$ cat src/rtl/bm_loader.sv
// bm_loader: fetches WORDS consecutive memory words, one read outstanding at a time,
// and writes them to the register file as one bitmap image on a single strobe.
module bm_loader #(
  parameter int unsigned WORD_W = 16,
  parameter int unsigned BM_W   = 1536,
  parameter int unsigned WORDS  = 96,
  parameter int unsigned ADDR_W = 16
) (
  input  logic              clk,
  input  logic              rst,
  input  logic              start,
  input  logic [ADDR_W-1:0] base_addr,
  input  logic [1:0]        dst_bm,
  output logic              busy,
  output logic              done,
  output logic              mem_rd,
  output logic [ADDR_W-1:0] mem_addr,
  input  logic [WORD_W-1:0] mem_rdata,
  input  logic              mem_valid,
  output logic              wbm,
  output logic [1:0]        wbm_addr,
  output logic [BM_W-1:0]   wbm_data
);

  localparam int unsigned      IDX_W    = (WORDS > 1) ? $clog2(WORDS) : 1;
  localparam logic [IDX_W-1:0] LAST_IDX = IDX_W'(WORDS - 1);

  typedef enum logic [1:0] {S_IDLE, S_REQ, S_WAIT, S_WRITE} state_e;

  state_e            state_q, state_d;
  logic [IDX_W-1:0]  idx_q,   idx_d;
  logic [ADDR_W-1:0] addr_q,  addr_d;
  logic [1:0]        dst_q,   dst_d;
  logic [BM_W-1:0]   buf_q,   buf_d;

  always_ff @(posedge clk) begin
    if (rst) begin
      state_q <= S_IDLE;
      idx_q   <= '0;
      addr_q  <= '0;
      dst_q   <= '0;
      buf_q   <= '0;
    end else begin
      state_q <= state_d;
      idx_q   <= idx_d;
      addr_q  <= addr_d;
      dst_q   <= dst_d;
      buf_q   <= buf_d;
    end
  end

  // addr_q tracks base+idx directly, so the read address wraps naturally at 2^ADDR_W
  always_comb begin
    state_d = state_q;
    idx_d   = idx_q;
    addr_d  = addr_q;
    dst_d   = dst_q;
    buf_d   = buf_q;
    unique case (state_q)
      S_IDLE: begin
        if (start) begin
          addr_d  = base_addr;
          dst_d   = dst_bm;
          idx_d   = '0;
          state_d = S_REQ;
        end
      end
      S_REQ: state_d = S_WAIT;
      S_WAIT: begin
        if (mem_valid) begin
          // new word enters at the top so word 0 ends at the LSBs after the last shift
          buf_d = {mem_rdata, buf_q[BM_W-1:WORD_W]};
          if (idx_q == LAST_IDX) begin
            state_d = S_WRITE;
          end else begin
            idx_d   = idx_q + IDX_W'(1);
            addr_d  = addr_q + ADDR_W'(1);
            state_d = S_REQ;
          end
        end
      end
      S_WRITE: state_d = S_IDLE;
      default: state_d = S_IDLE;
    endcase
  end

  assign busy     = (state_q != S_IDLE);
  assign mem_rd   = (state_q == S_REQ);
  assign wbm      = (state_q == S_WRITE);
  assign done     = (state_q == S_WRITE);
  assign mem_addr = addr_q;
  assign wbm_addr = dst_q;
  assign wbm_data = buf_q;

endmodule

$ cat config.mk
export PLATFORM = sky130hd
export DESIGN_NAME = bm_loader
export DESIGN_NICKNAME = d
export VERILOG_FILES = /design/src/rtl/bm_loader.sv
export SDC_FILE = /design/constraint.sdc
export NUM_CORES = 2
export LEC_CHECK = 0
export ABC_AREA = 1
export ABC_CLOCK_PERIOD_IN_PS = 2370
export BUFFER_PORTS_ARGS = -buffer_cell sky130_fd_sc_hd__buf_2
export CAP_MARGIN = 40
export CORE_AREA = 3 3 618 620
export CTS_CLUSTER_SIZE = 40
export DETAILED_ROUTE_END_ITERATION = 16
export DIE_AREA = 0 0 621 623
export PLACE_DENSITY = 0.38
export RECOVER_POWER = 25
export SYNTH_ARGS = -nofsm -noshare
export SYNTH_HDL_FRONTEND = slang
export SYNTH_SLANG_ARGS = --single-unit
export TNS_END_PERCENT = 30
$ cat constraint.sdc
create_clock -name clk -period 2.37 [get_ports clk]
set_clock_uncertainty 0.15 [all_clocks]
set_input_delay 0.1185 -clock clk [delete_from_list [all_inputs] [get_ports clk]]
set_output_delay 0.1185 -clock clk [all_outputs]
set_load 0.005 [all_outputs]
* After elaboration in Yosys (flattened, before gate mapping)
Index checks and enable logic that the tools add are counted.
** Cells by class
- Add/subtract/negate cells :: 2
- Reduce and logical (&&, ||, !) cells :: 7
- Equality and inequality tests :: 7
- Mux-type cells :: 12
** Operators by type and width (count)
- $mux 16 :: 3
- $pmux 16 s2 :: 1
- $mux 7 :: 3
- $add 16x1->16 const B :: 1
- $pmux 7 s2 :: 1
- $pmux 2 s4 :: 1
- $add 7x1->7 const B :: 1
- $eq 7x7->1 const B :: 1
- $mux 2 :: 3
- $ne 2x2->1 const B :: 3
- $reduce_and 2->1 :: 3
- $eq 2x2->1 const B :: 2
- $reduce_and 4->1 :: 1
- $reduce_bool 2->1 :: 2
- $eq 2x1->1 const B :: 1
- $logic_not 2->1 :: 1
** Storage, ports and cells
- Input bits :: 38
- Output and inout bits :: 1558
- Flip-flop bits (word level) :: 1563
- Logic and storage cells :: 33

* Longest topological paths before layout
- Depth after elaboration :: 4
- Gate-level depth with buffers :: 10
- Depth with buffers taken out :: 10

* Worst setup path after synthesis
No wires, ideal clock.
- Kind :: reg2reg
- Start :: register idx_q[0]
- End :: register addr_q[1] (netlist: mem_addr[1])
- Setup slack :: 683 ps
- Arrival :: 1421 ps
- Stages on the path, launching flop included :: 9
- Library setup time :: 116 ps
- Required time :: 2104 ps
- Period minus slack after synthesis :: 1687 ps
- Path buffers :: 1
- Cell sequence :: dfxtp_1 ha_1 nand2_1 nor2_1 inv_1 nor2_2 nor2_8 buf_4 o211a_1
** On the way
- Longest elaborated chain between the ends :: 3
** Ends and longest elaborated chain
- start: declaration :: RTL line 31 : logic [IDX_W-1:0] idx_q, idx_d;
- start signal: assignment :: RTL line 45 : idx_q <= idx_d;
- $eq 7x7->1 :: RTL line 73 : if (idx_q == LAST_IDX) begin
- $ne 2x2->1 (no line)
- $reduce_and 4->1 (no line)
- end signal: assignment :: RTL line 46 : addr_q <= addr_d;
- end: declaration :: RTL line 32 : logic [ADDR_W-1:0] addr_q, addr_d;
Every way passes these cells.
A chain may end at the register's enable or synchronous reset.

* Worst setup path in the final report
- Start :: register state_q[0]
- End :: output mem_rd
** On the way
- Longest elaborated chain between the ends :: 1
** Ends and longest elaborated chain
- start: declaration :: RTL line 30 : state_e state_q, state_d;
- start signal: assignment :: RTL line 44 : state_q <= state_d;
- $eq 2x1->1 :: RTL line 88 : assign mem_rd = (state_q == S_REQ);
- end: declaration :: RTL line 16 : output logic mem_rd,
Every way passes these cells.

==> results by group <==
STA
  – Final worst slack: 0.235 ns
  – # setup viols final: 0
  – Fmax: 468 MHz
  – Slew margin rel.: 0.443
  – Slew Limit Fails: 0
  – Fin crit period: 2.14 ns
  – Actual slew at the worst max-slew pin: 0.835 ns
  – Fin Setup TNS: 0 ns
  – Tcrit/Tclk final: 0.901
  – Hold Vio Cnt, Final: 0
  – RSZ-0062 raised after global routing: false

Floorplanning
  – Row count: 225
  – Die area: 0.387 mm^2
  – Ports: 1,596
  – DIE WIDTH: 621 um
  – Die Span Y: 623 um
  – Core Box Area: 0.376 mm^2
  – Starting Density: 0.150

Critical path
  – Worst setup path class: reg -> out
  – Crit path max fanout: 4
  – Kind of start point of the critical path: register
  – Nature of the critical path endpoint: primary output
  – Reg2reg path depth: 8
  – Worst endpoint required time: 2.10 ns
  – Reg2reg start: state_q[1]$_SDFFE_PP0P_
  – Crit path arrival time: 1.87 ns
  – Flop-to-flop setup slack: 0.27 ns
  – CP startpoint: state_q[0]$_SDFFE_PP0P_
  – Reg2reg end: wbm_data[818]$_SDFFE_PP0P_

Detailed routing
  – Vias: 57,000
  – Detailed-route DRC error count: 0
  – Routed WL: 327,000 um
  – DR WL/cell: 23.9 um
  – Met2 WL: 158,000 um
  – ANT nets after route: 0
  – Iter 0 DRT Violations: 3,948
  – Top routing layer used: met5
  – Wl on met1: 137,000 um
  – Vias/cell: 4.17
  – Metal3 WL: 19,700 um
  – Drt pass-1 iters: 6

Synth
  – Syn_area_per_cell: 7.96 um^2
  – Post-synth net total: 7,141
  – Mapped cell area: 0.0565 mm^2
  – Cell variety after synth: 26
  – Seq cells post-synth: 1,563
  – Synth warnings: 0
  – Register area share after synthesis: 0.553
  – Post-Synthesis Cells: 7,101

Worst hold path
  – Hold path cells: 6
  – HP Class: in -> reg
  – Hold Startpoint: base_addr[10]
  – Worst hold endpoint: mem_addr[10]$_SDFFE_PP0P_

Global route
  – Number of global-route vias before repair: 54,500
  – Grt total ovfl: 0
  – Initial antenna violation count: 22
  – GRT Overall Usage: 0.159
  – Largest net degree at the start of global routing: 160
  – First-pass GRT wire length: 451,000 um

Placement
  – Final HPWL DP: 248,000 um
  – IO Port Bufs: 1,595
  – DP Worst Slack: 0.279 ns
  – RePlAce Congestion: 0.838
  – Cell area after placement: 0.0709 mm^2

Power and ir drop
  – Maximum vdd drop: 512 uV
  – P per Cell Area: 768 mW/mm^2
  – Sw Pwr: 14.9 mW
  – Switching share of power: 0.251
  – Combinational share of power: 0.047
  – Int Pwr: 44.3 mW
  – Reg power frac: 0.446
  – Clock share of power: 0.507
  – Leak: 26.9 nW

Finish
  – Area Growth Syn to Fin: 36.2%
  – Share of layout cells above drive strength 1: 0.177
  – Cell area after layout: 0.0770 mm^2
  – Nets: 8,543

Clocking
  – Worst skew pair latency: 0.89 ns
  – CTS max path bufs: 4
  – Post-CTS setup buffer count: 0
  – Worst-path clk slew: 0.06 ns
  – H-tree levels: 4
  – Clock tree root buffer cell: clkbuf_16
  – Inserted Clock Buffers: 196
  – Num Clock Sinks: 1,563
  – CTS tree: built

Run
  – Max-cap violation count: 0

Outcome
  – Outcome: complete, no violations
## Yosys cell counts (all sizes together)
library cell,instances,area share
a21oi,1556,0.14
a21o,1,0.00013
o21a,2,0.00027
inv,31,0.0021
nand4,4,0.00044
o21ai,20,0.0018
nand3,1560,0.14
nand2,1609,0.11
nor3,3,0.00027
o211a,1,0.00018
nor2,55,0.0041
clkbuf,323,0.021
ha,2,0.00044
dfxtp,1563,0.55
buf,369,0.033
or2,1,0.00011
nand3b,1,0.00013
## timing repair
action	4_1_cts	5_1_grt
gates resized for setup	1	0
setup endpoints to repair	2	0
hold buffers	56	0
hold endpoints to repair	1563	0
## stage by stage
stage / instances / hold WS, ns / total power, mW / util
6_report: 13700 / 0.0977 / 59.2 / 0.205
3_3_place_gp: 13200 / 0.234 / 29.7 / 0.188
3_5_place_dp: 13200 / 0.235 / 29.7 / 0.188
4_1_cts: 13700 / 0.00738 / 60.3 / 0.207
5_1_grt: 13700 / 0.0686 / 61.3 / 0.205
2_1_floorplan: 7101 / 0.133 / 28.5 / -
## how the worst max path moves through the flow
stage	end	slack (ns)	cells after the start
after global placement	wbm_data[796]$_SDFFE_PP0P_	0.29	8
final	mem_rd	0.23	3
after detailed placement	wbm_data[815]$_SDFFE_PP0P_	0.28	8
after global routing	mem_rd	0.04	3
after floorplan	mem_addr[1]$_SDFFE_PP0P_	0.68	8
after CTS	wbm_data[563]	0.06	1
## power by group through the flow
stage,Combinational (mW),Sequential [mW],Clock [mW]
after global routing,2.99,26.4,32.0
after floorplan,1.56,26.9,0
after CTS,2.83,26.4,31.1
after global placement,2.74,26.9,0
final,2.78,26.4,30.0
after detailed placement,2.73,26.9,0
## registers in the layout, summed over array words and instances (netlist names)
register,cells
wbm_data,1536
wbm_addr,2
state_q,2
mem_addr,16
idx_q,7
## metal layers
layer / vias to the layer above / global-route usage
met5: - / 0
met1: 27900 / 0.196
li1: 27100 / -
met4: 2 / 0.0516
met2: 1614 / 0.272
met3: 368 / 0.0380
## cells in the final DEF, fill, tap and decap left out, types with 28 or more instances in the layout
master / netlist / final
inv_1: 29 / 29
dfxtp_1: 1563 / 1563
a21oi_1: 1556 / 1556
dlygate4sd3_1: 0 / 56
clkbuf_16: 0 / 198
clkbuf_1: 323 / 666
nand3_1: 1560 / 1560
nand2_1: 1607 / 1606
clkinv_2: 0 / 28
nor2_1: 52 / 52
buf_2: 348 / 979
clkbuf_8: 0 / 45
buf_12: 0 / 100
buf_4: 5 / 144
## worst max-delay path, stage by stage (launching register included)
cell,delay (ns)
dfxtp_1,0.44
inv_1,0.08
nor2_1,0.17
buf_2,0.31
## final cells by class
| cell class | count | area (um^2) |
|---|---|---|
| Antenna cell | 18 | 45.0 |
| Inverter | 31 | 116 |
| Multi-Input combinational cell | 4815 | 22100 |
| Clock inverter | 49 | 522 |
| Timing Repair Buffer | 1896 | 10900 |
| Sequential cell | 1563 | 31300 |
| Clock buffer | 302 | 5800 |
| Fill cell | 42900 | 299000 |
| Tap cell | 4994 | 6250 |
## logic make-up (layout without fill, tap and decap cells)
kind of cell | after synthesis | after routing | share of synthesized area
compound gates | 1580 | 1580 | 0.140
fa+ha+maj | 2 | 2 | 0.000442
buf+inv | 723 | 2278 | 0.0560
flops | 1563 | 1563 | 0.553
other cells | 0 | 18 | 0
simple gates | 3233 | 3233 | 0.250
No activity file was read; power rests on OpenSTA's default activity.
